<file path="config.mk">
export PLATFORM = sky130hd
export DESIGN_NAME = tcs_addsub_pipe
export DESIGN_NICKNAME = d
export VERILOG_FILES = /design/src/rtl/tcs_pkg.sv /design/src/rtl/tcs_chunk.sv /design/src/rtl/tcs_addsub_pipe.sv
export SDC_FILE = /design/constraint.sdc
export NUM_CORES = 1
export LEC_CHECK = 0
export CAP_MARGIN = 25
export CORE_MARGIN = 8
export CORE_UTILIZATION = 30
export CTS_BUF_LIST = sky130_fd_sc_hd__clkbuf_2 sky130_fd_sc_hd__clkbuf_4 sky130_fd_sc_hd__clkbuf_8
export DETAILED_ROUTE_END_ITERATION = 12
export PLACE_DENSITY = 0.65
export SLEW_MARGIN = 0
export SYNTH_ARGS = -nofsm -noshare
export SYNTH_HDL_FRONTEND = slang
export SYNTH_SLANG_ARGS = --single-unit
</file>
<file path="constraint.sdc">
create_clock -name clk -period 5.38 [get_ports clk]
set_input_delay 1.076 -clock clk [delete_from_list [all_inputs] [get_ports clk]]
set_output_delay 1.076 -clock clk [all_outputs]
set_load 0.05 [all_outputs]
</file>
<file path="src/rtl/tcs_pkg.sv">
// tcs_pkg: shared mode constants and default geometry
// for the pipelined two's-complement adder/subtractor.
package tcs_pkg;

    localparam logic TCS_ADD = 1'b0;
    localparam logic TCS_SUB = 1'b1;

    localparam int TCS_WIDTH = 8;
    localparam int TCS_CHUNK = 4;

endpackage

</file>
<file path="src/rtl/tcs_chunk.sv">
// tcs_chunk: WIDTH-bit ripple adder slice, also exporting
// the carry into its top bit for signed overflow detection.
module tcs_chunk #(
    parameter int WIDTH = 4
) (
    input  logic [WIDTH-1:0] a,
    input  logic [WIDTH-1:0] b,
    input  logic             cin,
    output logic [WIDTH-1:0] s,
    output logic             cout,
    output logic             cmsb
);

    logic [WIDTH:0] c;

    always_comb begin
        c    = '0;
        s    = '0;
        c[0] = cin;
        for (int i = 0; i < WIDTH; i++) begin
            s[i]   = a[i] ^ b[i] ^ c[i];
            c[i+1] = (a[i] & b[i]) | (c[i] & (a[i] ^ b[i]));
        end
    end

    assign cout = c[WIDTH];
    assign cmsb = c[WIDTH-1];

endmodule

</file>
<file path="src/rtl/tcs_addsub_pipe.sv">
// tcs_addsub_pipe: carry-chunked pipelined add/sub, CHUNK bits per stage.
// Define TCS_SAT_EN to saturate the result on signed overflow.
module tcs_addsub_pipe
    import tcs_pkg::*;
#(
    parameter int WIDTH = TCS_WIDTH,
    parameter int CHUNK = TCS_CHUNK
) (
    input  logic             clk,
    input  logic             rst_n,
    input  logic             in_valid,
    output logic             in_ready,
    input  logic [WIDTH-1:0] a,
    input  logic [WIDTH-1:0] b,
    input  logic             sub,
    output logic             out_valid,
    input  logic             out_ready,
    output logic [WIDTH-1:0] sum,
    output logic             carry,
    output logic             overflow
);

    localparam int STAGES = WIDTH / CHUNK;
    localparam int LAST   = STAGES - 1;

    logic             adv;

    logic [WIDTH-1:0] ra [STAGES];
    logic [WIDTH-1:0] rb [STAGES];
    logic [WIDTH-1:0] rs [STAGES];
    logic             rv [STAGES];
    logic             rc [STAGES];
    logic             rm [STAGES];

    logic [WIDTH-1:0] xa [STAGES];
    logic [WIDTH-1:0] xb [STAGES];
    logic [WIDTH-1:0] xs [STAGES];
    logic             xv [STAGES];
    logic             xc [STAGES];

    logic [CHUNK-1:0] cs [STAGES];
    logic             co [STAGES];
    logic             cm [STAGES];
    logic [WIDTH-1:0] ns [STAGES];

    logic             unused_regs;

    assign adv       = !rv[LAST] || out_ready;
    assign in_ready  = adv;
    assign out_valid = rv[LAST];

    // b is inverted up front and the +1 rides in as chunk 0's carry
    always_comb begin
        xa[0] = a;
        xb[0] = b ^ {WIDTH{sub == TCS_SUB}};
        xs[0] = '0;
        xv[0] = in_valid;
        xc[0] = (sub != TCS_ADD);
        for (int k = 1; k < STAGES; k++) begin
            xa[k] = ra[k-1];
            xb[k] = rb[k-1];
            xs[k] = rs[k-1];
            xv[k] = rv[k-1];
            xc[k] = rc[k-1];
        end
    end

    for (genvar k = 0; k < STAGES; k++) begin : g_stage
        tcs_chunk #(
            .WIDTH(CHUNK)
        ) u_chunk (
            .a   (xa[k][k*CHUNK +: CHUNK]),
            .b   (xb[k][k*CHUNK +: CHUNK]),
            .cin (xc[k]),
            .s   (cs[k]),
            .cout(co[k]),
            .cmsb(cm[k])
        );
    end

    always_comb begin
        for (int k = 0; k < STAGES; k++) begin
            ns[k] = xs[k];
            ns[k][k*CHUNK +: CHUNK] = cs[k];
        end
    end

    always_ff @(posedge clk or negedge rst_n) begin
        if (!rst_n) begin
            for (int k = 0; k < STAGES; k++) begin
                rv[k] <= 1'b0;
                ra[k] <= '0;
                rb[k] <= '0;
                rs[k] <= '0;
                rc[k] <= 1'b0;
                rm[k] <= 1'b0;
            end
        end else if (adv) begin
            for (int k = 0; k < STAGES; k++) begin
                rv[k] <= xv[k];
                ra[k] <= xa[k];
                rb[k] <= xb[k];
                rs[k] <= ns[k];
                rc[k] <= co[k];
                rm[k] <= cm[k];
            end
        end
    end

    assign carry    = rc[LAST];
    assign overflow = rm[LAST] ^ rc[LAST];

`ifdef TCS_SAT_EN
    always_comb begin
        sum = rs[LAST];
        if (overflow) begin
            sum = ra[LAST][WIDTH-1] ? {1'b1, {(WIDTH-1){1'b0}}}
                                    : {1'b0, {(WIDTH-1){1'b1}}};
        end
    end
`else
    assign sum = rs[LAST];
`endif

    // operand bits fully consumed by the last stage, MSB-carry of inner stages
    always_comb begin
        unused_regs = ^{ra[LAST], rb[LAST]};
        for (int k = 0; k < LAST; k++) begin
            unused_regs = unused_regs ^ rm[k];
        end
    end

endmodule

</file>
# Yosys cells after proc, flatten, opt, wreduce, memory -nomap -nowiden
# Cells that the tools add are included.
[op_classes]
bitwise_logic = 42
n_reduce_logical = 2
[op_table]
columns = ["op", "n"]
rows = [
  ["$xor A1 B1 Y1", 17],
  ["$and A1 B1 Y1", 16],
  ["$or A1 B1 Y1", 8],
  ["$xor A8 B8 Y8", 1],
  ["$logic_not A1 Y1", 1],
  ["$logic_or A1 B1 Y1", 1],
]
[totals]
register_bits = 33
out_inout_bits = 12

# Logic depth before layout (Yosys ltp)
# Gate-level depths: netlist (run 1).
[depth]
word_depth = 10
depth_mapped = 8
depth_no_buf = 7

# Hierarchy
# From an unflattened synthesis (run 1), not the netlist that was laid out.
[hier_totals]
hier_cells = 88
area_unflattened_um2 = 1333.8
[by_module_without_submodules]
columns = ["mod", "instances", "cells_per_inst", "area_each_um2", "seq_area_each_um2"]
rows = [
  ["tcs_addsub_pipe", 1, 64, 1113.6, 625.6],
  ["tcs_chunk", 2, 12, 110.1, 0.0],
]

# Least setup slack after synthesis (run 1)
# Ideal clock, no wire load.
[synth_timing]
kind = "input to register"
start = "input port sub"
end = "register rs, in the netlist ns[3]"
t_arrival_ps = 2789
required_time_ps = 5255
setup_slack_ps = 2465
cell_stages = 8
path_buffers = 1
path_cell_list = "buf_2 > mux2_2 > fa_1 > inv_1 > fa_1 > inv_1 > fa_1 > mux2_4"
[synth_rtl]
columns = ["item", "line_no", "text"]
rows = [
  ["start: declaration", "tcs_addsub_pipe.sv:15", "input logic sub,"],
  ["end signal: indexed assignment", "tcs_addsub_pipe.sv:103", "rs[k] <= ns[k];"],
  ["end: declaration", "tcs_addsub_pipe.sv:30", "logic [WIDTH-1:0] rs [STAGES];"],
]

# Worst setup path after layout (run 1)
[layout_timing]
start = "input port out_ready"
end = "output port in_ready"
[layout_via]
elab_chain_cells = 1
[layout_lines]
columns = ["item", "line_no", "text"]
rows = [
  ["start: declaration", "tcs_addsub_pipe.sv:17", "input logic out_ready,"],
  ["$logic_or A1 B1 Y1", "tcs_addsub_pipe.sv:48", "assign adv = !rv[LAST] || out_ready;"],
  ["end: declaration", "tcs_addsub_pipe.sv:12", "output logic in_ready,"],
]
# Every way passes these cells.

==> run_results.csv, run 1 <==
group,metric,value,unit
setup_path,slowest_stage,"clkdlybuf4s50_1",
placed_design,gp_congestion,0.6810,
cts,cts.sink_count,25,
cts,numCtsBuffers,3,
synthesis,ys_top_cells_by_area,"dfrtp_1 (49%), mux2_4 (15%), fa_1 (11%)",
floorplan,core,4058,µm²
synthesis,avgSynthCellArea,15.21,µm²
pwr,total_power,0.0007237,W
pwr,peakVddDrop,177.5,µV
sta,fin_crit,3.994,ns
cells_and_area,final_common_cell,"clkdlybuf4s50_1",
setup_path,startpoint_type,"primary input",
synthesis,yosysTopAreaCell,"dfrtp_1",
detailed_routing,avgViaCountPerCell,4.222,
cells_and_area,final_nets,146,
grt,grt_pass1_wl,3953,µm
sta,fin_skew,0.004879,ns
setup_path,arrival,2.92,ns
floorplan,die-area,6602,µm²
grt,grtUsageTotal,7.728,%
setup_path,cpMostUsedCell,"clkdlybuf4s50_1",
cells_and_area,final_cell_mix,"clkdlybuf4s50_1 (32), dfrtp_1 (25), mux2_4 (13)",
setup_path,path_class,"primary input to output port",
grt,grt_max_degree,27,
min_path,hold_start,"rv[1]",
placed_design,hpwl,1842,µm
detailed_routing,highest_layer,"met4",
detailed_routing,drc,0,
setup_path,cp-end-kind,"output port",
cts,cts_setup_buffers,0,
cells_and_area,layout-drive-gt1-share,22.22,%
detailed_routing,first_pass_iters,2,
grt,grt_pass1_vias,863,
grt,globalRouteOverflowTotal,0,
sta,timing.slew.headroom,59.06,%
floorplan,fp.dieH,81.26,µm
floorplan,ios,33,
setup_path,worstSetupStartpoint,"out_ready",
synthesis,ys_ff_latch,25,
synthesis,synth_top_area_share,48.97,%
cts,clk_latency,0.26,ns
cells_and_area,diodes,0,
detailed_routing,routed_wl,2266,µm
setup_path,path_cells,"clkdlybuf4s50_1 -> nand2b_4 -> clkdlybuf4s50_1",
synthesis,synthDistinctLibCells,15,
job,cap_violations,0,
cells_and_area,design_area,1677,µm²
detailed_routing,wl_per_cell,13.57,µm
setup_path,critPathMaxFanout,26,
sta,fin_crit_sh,74.23,%
setup_path,cpPeakStageDelay,0.89,ns
cts,cts_max_path_buffers,2,
detailed_routing,wl_met2,1078,µm
sta,fmax,0.2504,GHz
floorplan,rows,23,
sta,hold_violations,0,
cts,cts_tree,"done",
synthesis,synthesis.area,1277,µm²
grt,grt_antenna_before_repair,0,
min_path,hp-class,"flip-flop to flip-flop",
detailed_routing,dr_total_vias,705,
detailed_routing,wl_met1,1019,µm
floorplan,start_util,31.48,%
cells_and_area,areaGrowthSynthToFinish,31.24,%
cts,cts_resized,0,
synthesis,synth_nets,112,
detailed_routing,drtIter0Drc,19,
cts,holdBufCountCts,0,
placed_design,post_dp_cell_area,1628,µm²
synthesis,netlist_instances,84,
status,status,"completed",
floorplan,die_w,81.26,µm
detailed_routing,routed-wl-met3,156,µm
pwr,p_leak,0.7546,nW
setup_path,cp.required,4.30,ns
synthesis,ys_seq_area_share,48.97,%
sta,final.setup.tns,0,ns
synthesis,yosysWarnings,0,
cts,cts-root-buf,"clkbuf_8",
setup_path,r2r_start,"rc[1]",
cts,path_clk_slew,0.07,ns
detailed_routing,antenna_left,0,
cells_and_area,final_cells,167,
sta,grt_setup_unrepaired,"no",
pwr,power_density,431.6,nW/µm²
cts,htree_levels,1,
sta,slew_viol_final,0,
sta,worst_pin_slew,0.6122,ns
sta,finalSetupViolations,0,
placed_design,numPortBuffers,32,
placed_design,dp.cells,163,
==> cell type report <==
type                    count  area (µm²)
fillers                   377        2381
inverters                   9       33.78
repair buffers             33       335.3
multi-input cells          46       570.5
flip-flops and latches     25       625.6
well taps                  50       62.56
clock buffers               4       48.80
==> flip-flops by register name, indices dropped and copies added, names as in the netlist <==
register   count
rv             1
out_valid      1
sum            8
rm             1
rb             4
ns             4
carry          1
rc             1
ra             4
==> layer usage <==
layer | vias up | GRT usage [%]
met5 | - | 0
met4 | 0 | 1.607
met3 | 3 | 3.753
met2 | 20 | 12.67
met1 | 346 | 8.959
li1 | 336 | -
==> cell usage after synthesis <==
library cell and n:
xor2_1 6, buf_2 1, nand2b_4 1, inv_1 9
buf_12 1, mux2_2 7, nor3b_1 3, fa_1 7
nand2b_1 1, dfrtp_1 25, mux2i_1 2, a21oi_1 3
mux2_4 13, xnor2_1 3, buf_6 2
==> worst max-delay path: cells and delay by family <==
kind,cells,cell delay [ns]
buf+inv,2,1.42
simple gates,1,0.42
==> worst paths after layout <==
check	endpoint	slack (ns)	cells past startpoint
worst max-delay path	in_ready	1.39	3
worst max register to register	sum[7]	3.13	7
worst min register to register	out_valid	0.48	1
worst min-delay path	out_valid	0.48	1
min in group asynchronous	ra[14]	1.19	1
max in group asynchronous	sum[3]	3.69	2
==> report_power, final <==
group	internal [W]	switching, W	total [W]
registers	0.000240	0.0000319	0.000272
clock network	0.0000578	0.0000524	0.000110
logic	0.000148	0.000194	0.000342
==> cell families after synthesis <==
logic type               synth area share [%]
AO/OA/AOI/OAI                           1.175
multiplexers                            23.02
flip-flops                              48.97
buffers and inverters                   6.366
XOR/XNOR                                6.171
adder cells (fa/ha/maj)                 10.97
AND/OR/NAND/NOR                         3.330
==> per-stage QoR <==
step	worst slack (ns)	hold slack, ns	utilization [%]
floorplan	2.465	0.4349	-
global placement	1.398	0.4491	39.75
detailed placement	1.373	0.4586	40.12
CTS	1.380	0.4813	41.32
global route	1.318	0.5037	41.32
finish	1.386	0.4789	41.32
Note: power is estimated with default switching activity, not from simulation.
==> run 2, diff against run 1 <==
clock period = 4.1 ns   (was 5.38 ns; I/O delays follow)
==> run 2 against run 1 <==
Against the previous run: power is 33% higher; core utilization is 0.18 points higher; global-route usage is 0.41 points higher; cell count is 0.60% higher; register-to-register slack worse by 1.3 ns; setup slack worse by 0.42 ns; wire length is 11% higher; combinational power is 34% higher; largest power group unchanged; die area stayed put; clock-buffer cell count is 1 lower; first-iteration DRC count grew to 2.6 times the previous value; largest cell class unchanged.
==> run_results.csv, run 2 (same netlist as run 1, synthesis figures left out) <==
group,metric,value,unit
setup_path,crit_family,"buffers and inverters",
min_path,hp-class,"flip-flop to flip-flop",
floorplan,start_util,31.48,%
pwr,power_density,569.6,nW/µm²
detailed_routing,drc,0,
setup_path,path_class,"primary input to output port",
floorplan,die_w,81.26,µm
cells_and_area,final_common_cell,"clkdlybuf4s50_1",
sta,whs,0.4832,ns
setup_path,slowest_stage,"clkdlybuf4s50_1",
detailed_routing,routed_wl,2519,µm
detailed_routing,avgViaCountPerCell,4.214,
placed_design,numPortBuffers,32,
job,cap_violations,0,
cts,cts_max_path_buffers,2,
detailed_routing,wl_per_cell,14.99,µm
sta,fin_skew,0.007768,ns
sta,fmax,0.3193,GHz
grt,grt_pass1_vias,871,
pwr,combPwrFrac,47.6,%
setup_path,arrival,2.31,ns
grt,grt_max_degree,26,
grt,grtUsageTotal,8.142,%
setup_path,critPathMaxFanout,4,
floorplan,core,4058,µm²
setup_path,cpMostUsedCell,"clkdlybuf4s50_1",
setup_path,path_buf_inv,2,
cells_and_area,final_cells,168,
sta,fin_crit_sh,76.38,%
cells_and_area,layout-drive-gt1-share,22.88,%
sta,fin_crit,3.132,ns
grt,grt_pass1_wl,4167,µm
placed_design,dp.cells,164,
min_path,hold_depth,1,
setup_path,r2r_cells,7,
cts,cts_setup_buffers,0,
floorplan,fp.dieH,81.26,µm
pwr,p_leak,0.7547,nW
floorplan,ios,33,
cts,cts-root-buf,"clkbuf_8",
sta,slew_viol_final,0,
cells_and_area,final_cell_mix,"clkdlybuf4s50_1 (32), dfrtp_1 (25), mux2_4 (13)",
sta,grt_setup_unrepaired,"no",
detailed_routing,drtIter0Drc,49,
floorplan,die-area,6602,µm²
cts,cts.sink_count,25,
pwr,pwr-share-clk,15.0,%
pwr,switching_power,0.0003792,W
sta,timing.slew.headroom,58.14,%
grt,grt_antenna_before_repair,0,
setup_path,cpPeakStageDelay,0.80,ns
pwr,sw_frac_of_total,39.53,%
pwr,seqPwrFrac,37.4,%
placed_design,hpwl,2016,µm
sta,hold_violations,0,
setup_path,startpoint_type,"primary input",
floorplan,rows,23,
placed_design,gp_congestion,0.7083,
min_path,hold_start,"rv[1]",
sta,final.setup.tns,0,ns
cts,path_clk_slew,0.09,ns
setup_path,reg2reg_slack,1.80,ns
cts,clk_latency,0.27,ns
cells_and_area,diodes,0,
min_path,min_to,"out_valid",
cts,cts_resized,0,
cts,holdBufCountCts,0,
cells_and_area,largest_reg_flops,8,
cts,cts_tree,"done",
setup_path,cp-end-kind,"output port",
detailed_routing,first_pass_iters,2,
cts,htree_levels,1,
pwr,peakVddDrop,194.4,µV
cts,numCtsBuffers,3,
detailed_routing,dr_total_vias,708,
detailed_routing,antenna_left,0,
cells_and_area,areaGrowthSynthToFinish,31.83,%
setup_path,path_cells,"clkdlybuf4s50_1 -> nand2b_4 -> clkdlybuf4s50_1",
grt,globalRouteOverflowTotal,0,
cells_and_area,fin_util,41.50,%
sta,finalSetupViolations,0,
setup_path,reg2reg_to,"sum[7]",
cells_and_area,final_nets,147,
setup_path,cp.required,3.28,ns
status,status,"completed",
setup_path,r2r_start,"rc[1]",
pwr,internal_power,0.0005801,W
sta,worst_pin_slew,0.6260,ns
-- run 2: cell types whose count changed in the layout (fill, tap and decap cells not counted), sizes merged --
cell / previous run / this run
buf: 1 / 2
clkbuf: 4 / 3
clkinvlp: 0 / 1
-- run 2: power groups by stage --
stage	clock network (W)	registers [W]	logic (W)
after floorplan	0	0.000491	0.000178
after global placement	0	0.000361	0.000449
after detailed placement	0	0.000366	0.000462
after CTS	0.000150	0.000361	0.000464
after global routing	0.000157	0.000370	0.000486
final	0.000144	0.000359	0.000457
-- run 2: final cells by class --
| cell class | count | area (µm²) |
|---|---|---|
| Clock buffer | 3 | 41.29 |
| Fill cell | 377 | 2374 |
| Timing Repair Buffer | 34 | 342.8 |
| Sequential cell | 25 | 625.6 |
| Inverter | 9 | 33.78 |
| Clock inverter | 1 | 7.507 |
| Multi-Input combinational cell | 46 | 570.5 |
| Tap cell | 50 | 62.56 |
-- run 2: worst max-delay path by stage --
stage / slack, ns / cells after the start / startpoint / end
2_1_floorplan: 1.44 / 8 / sub / ns[3]
3_3_place_gp: 0.82 / 8 / sub / ns[3]
3_5_place_dp: 0.74 / 8 / sub / ns[3]
4_1_cts: 0.97 / 3 / out_ready / in_ready
5_1_grt: 0.91 / 8 / sub / ns[3]
6_report: 0.97 / 3 / out_ready / in_ready
-- run 2: metrics by stage --
stage          setup WS [ns]  power [W]  cell area [µm²]
3_5_place_dp          0.7392  0.0008280             1635
5_1_grt               0.9115   0.001014             1684
2_1_floorplan          1.441  0.0006682             1277
6_report              0.9684  0.0009593             1684
3_3_place_gp          0.8245  0.0008102             1620
4_1_cts               0.9660  0.0009739             1684
-- run 2: per-layer routing --
metal  track usage, %  vias up  wire, µm  part of all wire [%]
met5                0        -         0                     0
met4            2.143        0        14                  0.56
met3            3.311        2       165                   6.6
met2            13.63       21      1295                    51
met1            9.426      347      1044                    41
li1                 -      338         -                     -
-- run 2: worst reg2reg max path, stage by stage, from the launching register on --
cell and delay (ns):
dfrtp_1 0.40, fa_1 0.18, inv_1 0.05, fa_1 0.37, fa_1 0.39, inv_1 0.12
fa_1 0.42, mux2_4 0.27
==> run 3, diff against run 2 <==
clock period = 3.1 ns   (was 4.1 ns; I/O delays follow)
==> run 3 against run 2 <==
Against the previous run: first-iteration DRC count is 63% lower; worst hold slack worse by 0.0064 ns; wire length is 9.3% lower; cell area is 1.0% higher; setup slack worse by 0.53 ns; sequential share of layout area is 0.38 points lower.
==> run_results.csv, run 3 (same netlist as run 1, synthesis figures left out) <==
group,metric,value,unit
status,status,"completed",
job,cap_violations,0,
cells_and_area,final_common_cell,"clkdlybuf4s50_1",
placed_design,hpwl,1860,µm
detailed_routing,avgViaCountPerCell,4.235,
cells_and_area,final_cell_mix,"clkdlybuf4s50_1 (31), dfrtp_1 (25), mux2_4 (13)",
floorplan,die-area,6602,µm²
sta,fmax,0.3755,GHz
detailed_routing,wl_per_cell,13.44,µm
sta,fin_skew,0.001434,ns
pwr,power_density,744.8,nW/µm²
cts,cts-root-buf,"clkbuf_8",
cts,clk_latency,0.26,ns
grt,grt_max_degree,26,
setup_path,critPathMaxFanout,2,
min_path,hold_start,"rv[1]",
setup_path,startpoint_type,"primary input",
sta,finalSetupViolations,0,
sta,setup_slack,0.4367,ns
cells_and_area,final_nets,149,
placed_design,post_dp_cell_area,1653,µm²
floorplan,die_w,81.26,µm
min_path,min_to,"out_valid",
setup_path,crit_family,"adder cells",
cts,cts_resized,0,
floorplan,rows,23,
min_path,hp-class,"flip-flop to flip-flop",
setup_path,path_class,"primary input to flip-flop",
grt,grt_antenna_before_repair,0,
cells_and_area,num-fill-cells,371,
setup_path,cp.required,3.25,ns
detailed_routing,dr_total_vias,720,
sta,hold_violations,0,
detailed_routing,drc,0,
detailed_routing,routed_wl,2285,µm
setup_path,cp_num_cells,8,
setup_path,path_cells,"clkdlybuf4s50_1 -> mux2_2 -> fa_1 -> inv_1 -> fa_1 -> inv_1 -> fa_1 -> mux2_4",
sta,timing.slew.headroom,65.84,%
floorplan,core,4058,µm²
detailed_routing,first_pass_iters,3,
sta,worst_pin_slew,0.5108,ns
cts,cts.sink_count,25,
detailed_routing,drtIter0Drc,18,
cells_and_area,diodes,0,
cts,cts_tree,"done",
pwr,peakVddDrop,286.1,µV
grt,grt_pass1_vias,836,
grt,grtUsageTotal,7.664,%
floorplan,start_util,31.48,%
setup_path,path_buf_inv,3,
setup_path,cp-end-kind,"flip-flop",
detailed_routing,antenna_left,0,
setup_path,cpMostUsedCell,"fa_1",
setup_path,r2r_cells,7,
floorplan,ios,33,
setup_path,reg2reg_slack,0.82,ns
setup_path,arrival,2.82,ns
grt,globalRouteOverflowTotal,0,
setup_path,r2r_start,"rc[1]",
setup_path,reg2reg_to,"sum[7]",
min_path,hold_depth,1,
floorplan,fp.dieH,81.26,µm
sta,final.setup.tns,0,ns
sta,grt_setup_unrepaired,"no",
setup_path,cpPeakStageDelay,0.50,ns
placed_design,place_worst_setup_slack,0.1638,ns
cells_and_area,design_area,1702,µm²
setup_path,slowest_stage,"clkdlybuf4s50_1",
cts,htree_levels,1,
placed_design,dp.cells,166,
cells_and_area,largest_reg_flops,8,
cts,cts_setup_buffers,0,
cts,holdBufCountCts,0,
placed_design,numPortBuffers,32,
pwr,p_leak,0.7719,nW
cts,numCtsBuffers,3,
cts,path_clk_slew,0.08,ns
cts,cts_max_path_buffers,2,
cells_and_area,final_cells,170,
placed_design,gp_congestion,0.7054,
sta,fin_crit,2.663,ns
sta,slew_viol_final,0,
grt,grt_pass1_wl,3953,µm
sta,fin_crit_sh,85.91,%
cells_and_area,areaGrowthSynthToFinish,33.20,%
cells_and_area,layout-drive-gt1-share,25.00,%
[run 3: cell count changes in the layout (fill, tap and decap cells not counted), sizes merged]
cell           previous run  this run
clkbuf                    3         4
clkdlybuf4s50            32        31
clkinvlp                  1         0
buf                       2         5
[run 3: per-stage QoR]
step	total power (W)	utilization, %	hold slack (ns)
finish	0.001267	41.94	0.4768
global placement	0.001078	40.73	0.4472
global route	0.001337	41.94	0.5137
CTS	0.001289	41.94	0.4810
detailed placement	0.001089	40.73	0.4598
floorplan	0.0008838	-	0.3244
[run 3: cell type report]
class                   instances  area (µm²)  area share [%]
flip-flops and latches         25       625.6           36.76
inverters                       9       33.78           1.985
repair buffers                 36       360.3           21.18
clock buffers                   4       48.80           2.868
well taps                      50       62.56           3.676
multi-input cells              46       570.5           33.53
[run 3: where the power goes]
group | switching, W | total [W] | leakage (nW) | internal (W)
clock network | 0.0000940 | 0.000194 | 0.0262 | 0.000100
registers | 0.0000581 | 0.000474 | 0.289 | 0.000416
logic | 0.000339 | 0.000599 | 0.457 | 0.000260
[run 3: how the worst max path moves through the flow]
stage	from	to	slack, ns
floorplan	sub	ns[3]	0.64
global placement	b[0]	ns[3]	0.19
detailed placement	b[0]	ns[3]	0.16
CTS	b[0]	ns[3]	0.45
global route	b[0]	ns[3]	0.40
finish	b[0]	ns[3]	0.44
[run 3: metal layers]
layer	routed length [µm]	global-route usage, %
met5	0	0
met4	10	1.607
met3	139	2.980
met2	1155	12.19
met1	978	9.637
